**config.mk**
```make
export PLATFORM = sky130hd
export DESIGN_NAME = cp0_regfile
export DESIGN_NICKNAME = d
export VERILOG_FILES = /design/src/rtl/cp0_regfile_pkg.sv /design/src/rtl/cp0_timer.sv /design/src/rtl/cp0_regfile.sv
export SDC_FILE = /design/constraint.sdc
export NUM_CORES = 1
export LEC_CHECK = 0
export BUFFER_PORTS_ARGS = -buffer_cell sky130_fd_sc_hd__buf_2
export CAP_MARGIN = 30
export CORE_MARGIN = 10
export CORE_UTILIZATION = 55
export CTS_CLUSTER_DIAMETER = 150
export CTS_CLUSTER_SIZE = 40
export DETAILED_ROUTE_END_ITERATION = 10
export GPL_TIMING_DRIVEN = 0
export PLACE_DENSITY = 0.77
export SETUP_SLACK_MARGIN = 0.3
export SLEW_MARGIN = 15
export SYNTH_ARGS = -nofsm -noshare
export SYNTH_HDL_FRONTEND = slang
export SYNTH_SLANG_ARGS = --single-unit
```
**constraint.sdc**
```tcl
create_clock -name clk -period 3.4 [get_ports clk]
set_input_delay 0 -clock clk [delete_from_list [all_inputs] [get_ports clk]]
set_output_delay 0 -clock clk [all_outputs]
set_load 0.02 [all_outputs]
```
**src/rtl/cp0_regfile_pkg.sv**
```systemverilog
// cp0_regfile_pkg: shared CP0 register numbers, field layouts and exception constants
package cp0_regfile_pkg;

    localparam logic [4:0] CP0_BADVADDR = 5'd8;
    localparam logic [4:0] CP0_COUNT    = 5'd9;
    localparam logic [4:0] CP0_COMPARE  = 5'd11;
    localparam logic [4:0] CP0_STATUS   = 5'd12;
    localparam logic [4:0] CP0_CAUSE    = 5'd13;
    localparam logic [4:0] CP0_EPC      = 5'd14;

    localparam logic [31:0] STATUS_WMASK = 32'h0040_FF07;
    localparam logic [31:0] STATUS_RESET = 32'h0040_0000;

    localparam logic [4:0] EXC_INT  = 5'd0;
    localparam logic [4:0] EXC_MOD  = 5'd1;
    localparam logic [4:0] EXC_TLBL = 5'd2;
    localparam logic [4:0] EXC_TLBS = 5'd3;
    localparam logic [4:0] EXC_ADEL = 5'd4;
    localparam logic [4:0] EXC_ADES = 5'd5;
    localparam logic [4:0] EXC_SYS  = 5'd8;
    localparam logic [4:0] EXC_BP   = 5'd9;
    localparam logic [4:0] EXC_RI   = 5'd10;
    localparam logic [4:0] EXC_OV   = 5'd12;

    localparam logic [31:0] DEF_EXC_BASE_BEV  = 32'hBFC0_0200;
    localparam logic [31:0] DEF_EXC_BASE_NORM = 32'h8000_0000;
    localparam logic [31:0] DEF_GEN_OFFSET    = 32'h0000_0180;
    localparam logic [31:0] REFILL_OFFSET     = 32'h0000_0000;

    typedef struct packed {
        logic [8:0] rsv0;
        logic       bev;
        logic [5:0] rsv1;
        logic [7:0] im;
        logic [4:0] rsv2;
        logic       erl;
        logic       exl;
        logic       ie;
    } status_t;

    typedef struct packed {
        logic        bd;
        logic [14:0] rsv0;
        logic [7:0]  ip;
        logic        rsv1;
        logic [4:0]  exc_code;
        logic [1:0]  rsv2;
    } cause_t;

    // Address-related exceptions are the only ones that record the faulting address
    function automatic logic sets_badvaddr(input logic [4:0] code);
        return code >= EXC_MOD && code <= EXC_ADES;
    endfunction

endpackage

```
**src/rtl/cp0_timer.sv**
```systemverilog
// cp0_timer: half-rate Count, Compare register and sticky compare-match flag
module cp0_timer import cp0_regfile_pkg::*; (
    input  logic        clk,
    input  logic        resetn,
    input  logic        i_count_wen,
    input  logic        i_compare_wen,
    input  logic [31:0] i_wdata,
    output logic [31:0] o_count,
    output logic [31:0] o_compare,
    output logic        o_flag_next
);

    logic        r_toggle;
    logic        r_flag;
    logic [31:0] r_count;
    logic [31:0] r_compare;
    logic [31:0] w_count_next;

    assign w_count_next = i_count_wen ? i_wdata : r_count + {31'd0, r_toggle};
    assign o_flag_next  = !i_compare_wen && (r_flag || w_count_next == r_compare);
    assign o_count      = r_count;
    assign o_compare    = r_compare;

    // Count advances every other cycle; a Compare write clears the flag even on a match
    always_ff @(posedge clk or negedge resetn) begin
        if (!resetn) begin
            r_toggle  <= 1'b0;
            r_flag    <= 1'b0;
            r_count   <= '0;
            r_compare <= '0;
        end else begin
            r_toggle  <= !i_count_wen && !r_toggle;
            r_flag    <= o_flag_next;
            r_count   <= w_count_next;
            if (i_compare_wen) r_compare <= i_wdata;
        end
    end

endmodule

```
**src/rtl/cp0_regfile.sv**
```systemverilog
// cp0_regfile: CP0 architectural state, exception/eret commit and redirect generation
module cp0_regfile import cp0_regfile_pkg::*; #(
    parameter logic [31:0] EXC_BASE_BEV  = DEF_EXC_BASE_BEV,
    parameter logic [31:0] EXC_BASE_NORM = DEF_EXC_BASE_NORM,
    parameter logic [31:0] GEN_OFFSET    = DEF_GEN_OFFSET
) (
    input  logic        clk,
    input  logic        resetn,
    input  logic        exc_valid,
    input  logic        exc_refill,
    input  logic [31:0] exc_pc,
    input  logic        exc_in_delay_slot,
    input  logic [4:0]  exc_code,
    input  logic [31:0] exc_badvaddr,
    input  logic        is_eret,
    input  logic [5:0]  ext_int,
    input  logic        wen,
    input  logic [4:0]  waddr,
    input  logic [31:0] wdata,
    input  logic [4:0]  raddr,
    output logic [31:0] rdata,
    output logic [31:0] cp0_status,
    output logic [7:0]  interrupt_info,
    output logic        redirect_valid,
    output logic [31:0] redirect_pc
);

    status_t     r_status;
    cause_t      r_cause;
    logic [31:0] r_epc;
    logic [31:0] r_badvaddr;
    logic [31:0] w_count;
    logic [31:0] w_compare;
    logic [31:0] w_vec_base;
    logic [31:0] w_vec_off;
    logic        w_timer_flag_next;
    logic        w_do_wr;
    logic        w_wr_status;
    logic        w_wr_cause;
    logic        w_wr_epc;

    // mtc0 only lands when neither an exception nor an eret commits this cycle
    assign w_do_wr     = wen && !exc_valid && !is_eret;
    assign w_wr_status = w_do_wr && waddr == CP0_STATUS;
    assign w_wr_cause  = w_do_wr && waddr == CP0_CAUSE;
    assign w_wr_epc    = w_do_wr && waddr == CP0_EPC;

    cp0_timer u_timer (
        .clk          (clk),
        .resetn       (resetn),
        .i_count_wen  (w_do_wr && waddr == CP0_COUNT),
        .i_compare_wen(w_do_wr && waddr == CP0_COMPARE),
        .i_wdata      (wdata),
        .o_count      (w_count),
        .o_compare    (w_compare),
        .o_flag_next  (w_timer_flag_next)
    );

    // Vector selection uses the pre-update Status: refill entry only when not already in EXL
    assign w_vec_base     = r_status.bev ? EXC_BASE_BEV : EXC_BASE_NORM;
    assign w_vec_off      = (exc_refill && !r_status.exl) ? REFILL_OFFSET : GEN_OFFSET;
    assign redirect_valid = exc_valid || is_eret;
    assign redirect_pc    = exc_valid ? w_vec_base + w_vec_off : r_epc;
    assign cp0_status     = r_status;
    assign interrupt_info = r_cause.ip & r_status.im;

    // mfc0 read mux straight from current register contents
    always_comb begin
        rdata = raddr == CP0_BADVADDR ? r_badvaddr :
                raddr == CP0_COUNT    ? w_count :
                raddr == CP0_COMPARE  ? w_compare :
                raddr == CP0_STATUS   ? r_status :
                raddr == CP0_CAUSE    ? r_cause :
                raddr == CP0_EPC      ? r_epc : 32'd0;
    end

    // Status: exception sets EXL, eret drops ERL first else EXL, mtc0 writes masked fields
    always_ff @(posedge clk or negedge resetn) begin
        if (!resetn) r_status <= status_t'(STATUS_RESET);
        else if (exc_valid) r_status.exl <= 1'b1;
        else if (is_eret) begin
            if (r_status.erl) r_status.erl <= 1'b0;
            else r_status.exl <= 1'b0;
        end else if (w_wr_status)
            r_status <= status_t'((r_status & ~STATUS_WMASK) | (wdata & STATUS_WMASK));
    end

    // Cause: IP[7:2] tracks interrupt lines each cycle, timer shares IP7 with ext_int[5]
    always_ff @(posedge clk or negedge resetn) begin
        if (!resetn) r_cause <= '0;
        else begin
            r_cause.ip[7:2] <= {ext_int[5] | w_timer_flag_next, ext_int[4:0]};
            if (exc_valid) begin
                r_cause.exc_code <= exc_code;
                if (!r_status.exl) r_cause.bd <= exc_in_delay_slot;
            end else if (w_wr_cause) r_cause.ip[1:0] <= wdata[9:8];
        end
    end

    // EPC: nested exceptions keep the original return point
    always_ff @(posedge clk or negedge resetn) begin
        if (!resetn) r_epc <= '0;
        else if (exc_valid) begin
            if (!r_status.exl) r_epc <= exc_in_delay_slot ? exc_pc - 32'd4 : exc_pc;
        end else if (w_wr_epc) r_epc <= wdata;
    end

    // BadVAddr: captured only for address-related exception codes
    always_ff @(posedge clk or negedge resetn) begin
        if (!resetn) r_badvaddr <= '0;
        else if (exc_valid && sets_badvaddr(exc_code)) r_badvaddr <= exc_badvaddr;
    end

endmodule

```
==> results.rst <==
.. list-table::
   :header-rows: 1

   * - Metric
     - Value
   * - Detailed-route vias per instance
     - 6.18
   * - Root Buffer Master
     - sky130_fd_sc_hd__clkbuf_16
   * - Clock tree from TritonCTS
     - done
   * - Fraction of synthesis flops using an asynchronous set or reset pin
     - 1.00
   * - Clock buffer depth
     - 2
   * - Vert. Die Dim
     - 155 µm
   * - Drt total wl
     - about 40000 µm
   * - Worst-case headroom to the max-slew limit
     - 0.345
   * - Worst slew pin tran
     - between 0.9 and 1 ns
   * - Source-to-sink clock delay at the later pin of the worst-skew pair
     - ~0.44 ns
   * - Share of Yosys cell area claimed by the top area cell type
     - 0.386
   * - Launching point of the worst reg2reg path
     - u_timer.r_toggle
   * - Reg-to-reg critical path endpoint
     - r_cause[15]
   * - Post-route setup slack
     - ~0.42 ns
   * - Count of final max-slew check failures
     - 0
   * - Final hold violation count
     - 0
   * - Most area-hungry cell type in the Yosys netlist
     - sky130_fd_sc_hd__dfrtp_1
   * - Critical path launch point type
     - flop
   * - Mean Syn Cell Area
     - 8.93 µm²
   * - Worst Reg2Reg Path Length in Cells
     - 10
   * - Post-synth EDFFs
     - 0
   * - Via count of the first global-routing pass
     - ~10000
   * - Die Area
     - 24100 µm²
   * - Number of buffer cells added on primary ports
     - 206
   * - Number of warnings printed during yosys synthesis
     - 18
   * - Largest driver fanout on the critical path
     - 5
   * - Area growth syn-to-layout
     - 30.5%
   * - Power per Cell Area
     - just under 500 nW/µm²
   * - Critical Path Sink
     - r_cause[15]
   * - Hold crit path type
     - in2reg
   * - Count of antenna diodes in the layout
     - 0
   * - Weighted congestion reported at the end of routability-driven placement
     - 1.01
   * - Antenna violations before repair
     - 1
   * - Worst Path Class, Setup
     - reg2reg
   * - Number of max-cap violations
     - 0
   * - Largest net degree at the start of global routing
     - 94
   * - Capturing element type of the critical path
     - flop
   * - Result of the run
     - finished, final reports clean
   * - Remaining DRCs
     - 0
   * - Total via count after detailed routing
     - approximately 11000
   * - Gr ovfl total
     - 0
   * - Worst VDD drop
     - 0.380 mV
   * - Count of endpoints failing setup in the final report
     - 0
   * - Fin util
     - 0.730
   * - Post-placement setup slack
     - -0.178 ns
   * - Fin Clk Skew
     - approximately 0.0094 ns
   * - Share of layout cells above drive strength 1
     - 0.275
   * - Top post-synthesis cells by area
     - sky130_fd_sc_hd__dfrtp_1 39%, sky130_fd_sc_hd__mux2_2 8.9%, sky130_fd_sc_hd__nand2_1 5.2%
   * - Synthesized area
     - 10100 µm²
   * - Max Clock Freq
     - 335 MHz
   * - Setup repair after global routing missed its margin
     - false
   * - Primary flip-flop cell chosen by synthesis mapping
     - sky130_fd_sc_hd__dfrtp_1
   * - Critical path origin
     - u_timer.r_toggle
   * - Post-layout net count
     - around 1600
   * - Standard-cell row count
     - 49
   * - Data arrival, critical path
     - 3.30 ns
   * - Post-synthesis instance total
     - 1125
   * - Count of H-tree levels built during CTS
     - 4
   * - Final worst-path cycle share
     - 0.877
   * - Number of register bits inferred by synthesis
     - 156
   * - Num ports
     - 229
   * - Most frequent cells after synthesis
     - 155 x sky130_fd_sc_hd__dfrtp_1, 139 x sky130_fd_sc_hd__nand2_1, 95 x sky130_fd_sc_hd__nor2_1, 93 x sky130_fd_sc_hd__o21ai_0, 79 x sky130_fd_sc_hd__mux2_2
   * - Setup_tns
     - 0 ns
   * - Antenna Violating Nets Remaining
     - 0
   * - Register-to-Register Setup Slack
     - about 0.42 ns
   * - DIE WIDTH
     - 155 µm
   * - Post-synth cell types
     - 76
   * - Detailed-router iteration count before antenna repair
     - 8
   * - Clock slew seen by the registers of the worst setup and hold paths
     - 0.07 ns
   * - Number of violations reported at the end of detailed-routing iteration 0
     - 1276
   * - First-pass GRT wire length
     - 60000 µm
   * - Final routed wire length divided by cell count
     - 23.4 µm
   * - Sequential element share of the synthesized area
     - 0.389
   * - Initial Util
     - 0.560
   * - Clock tree sinks
     - 156
   * - Most repeated cell in the gate-level netlist after synthesis
     - sky130_fd_sc_hd__dfrtp_1
   * - Data required time of the worst path
     - around 3.7 ns
   * - Core Box Area
     - 18000 µm²
   * - Number of buffers added by the clock tree synthesis step
     - 17
   * - Global-route usage over all layers
     - 0.322
   * - Placed wire-length estimate
     - 29900 µm
   * - Minimum period implied by the final worst setup slack
     - about 3.0 ns
   * - Leakage
     - 5.93 nW
-- area by class of cell --
class	instances	area, µm²
Clock inverter	14	181
Clock buffer	18	439
Buffer	85	459
Multi-Input combinational cell	867	5710
Tap cell	229	287
Inverter	37	139
Fill cell	1345	4850
Timing Repair Buffer	302	1990
Sequential cell	156	3910
-- timing repair --
| item | CTS | global route |
|---|---|---|
| setup endpoints to repair | 2 | 2 |
| gates cloned | 0 | 1 |
| setup buffers | 5 | 2 |
| pin swaps | 5 | 8 |
| endpoints found under the hold margin | 208 | 0 |
| gates resized for setup | 7 | 12 |
| hold buffers | 86 | 0 |
-- registers in the layout, summed over array words and instances (netlist names) --
signal and cells:
u_timer.r_toggle 1, r_badvaddr 32, r_cause 14, cp0_status 12
u_timer.o_count 32, u_timer.o_compare 32, u_timer.r_flag 1, r_epc 32
-- kinds of logic (layout without fill, tap and decap cells) --
logic type	count (synthesis)	after routing	share of synthesized area
compound gates	221	221	0.134
flops	156	156	0.389
mux	108	108	0.117
simple gates	425	426	0.217
buf+inv	122	456	0.0591
other cells	1	20	0.000373
fa+ha+maj	3	3	0.00373
xor+xnor	89	89	0.0789
-- per-layer routing --
| metal | track usage | routed length [µm] | up-vias |
|---|---|---|---|
| li1 | - | - | 4606 |
| met1 | 0.400 | 14700 | 5021 |
| met2 | 0.498 | 18600 | 777 |
| met3 | 0.0982 | 4890 | 146 |
| met4 | 0.163 | 1840 | 0 |
| met5 | 0 | 0 | - |
-- power breakdown --
group,total (mW),switching [mW],internal [mW]
Clock,2.05,0.861,1.19
Combinational,1.96,1.14,0.823
Sequential,2.50,0.329,2.17
Total,6.51,2.33,4.18
-- placed cells by master, fill, tap and decap left out, drive strengths merged, types with 11 or more instances in the layout --
master       count
inv             42
buf            254
nor3            24
or3             14
mux2i           29
xor2            38
nand2          139
and2            11
nor2b           29
nor2            96
o21ai           96
nand3           31
dfrtp          155
a21oi           47
nand4           24
clkbuf          65
xnor2           50
dlygate4sd3     86
nor4            19
conb            20
mux2            79
a31oi           20
-- metrics by stage --
| step | cell area, µm² | cells | hold WS (ns) | total power [mW] |
|---|---|---|---|---|
| finish | 13100 | 1708 | 0.00617 | 6.51 |
| global route | 13100 | 1708 | 0.0578 | 6.76 |
| CTS | 13000 | 1704 | 0.00162 | 6.41 |
| detailed placement | 11500 | 1581 | -0.0139 | 4.26 |
| global placement | 11400 | 1579 | 0.108 | 4.22 |
| floorplan | 10100 | 1144 | -0.296 | 3.62 |
-- worst max-delay path, stage by stage, from the launching register on --
cell and delay [ns]:
sky130_fd_sc_hd__dfrtp_1 0.39, sky130_fd_sc_hd__ha_4 0.19, sky130_fd_sc_hd__ha_4 0.16, sky130_fd_sc_hd__nand3_4 0.10, sky130_fd_sc_hd__or4_4 0.56, sky130_fd_sc_hd__nor4_4 0.32
sky130_fd_sc_hd__xnor3_1 0.20, sky130_fd_sc_hd__o221ai_2 0.12, sky130_fd_sc_hd__a2111oi_2 0.33, sky130_fd_sc_hd__a31oi_2 0.17, sky130_fd_sc_hd__o31ai_2 0.32
-- how the worst min path moves through the flow --
| stage | depth (start not counted) | to | startpoint |
|---|---|---|---|
| 2_1_floorplan | 0 | cp0_status[0] | resetn |
| 5_1_grt | 5 | r_epc[26] | exc_pc[26] |
| 4_1_cts | 5 | r_epc[19] | exc_pc[19] |
| 6_report | 5 | r_epc[19] | exc_pc[19] |
| 3_5_place_dp | 1 | cp0_status[8] | resetn |
| 3_3_place_gp | 1 | r_cause[11] | ext_int[1] |
Note: power is estimated with default switching activity, not from simulation.
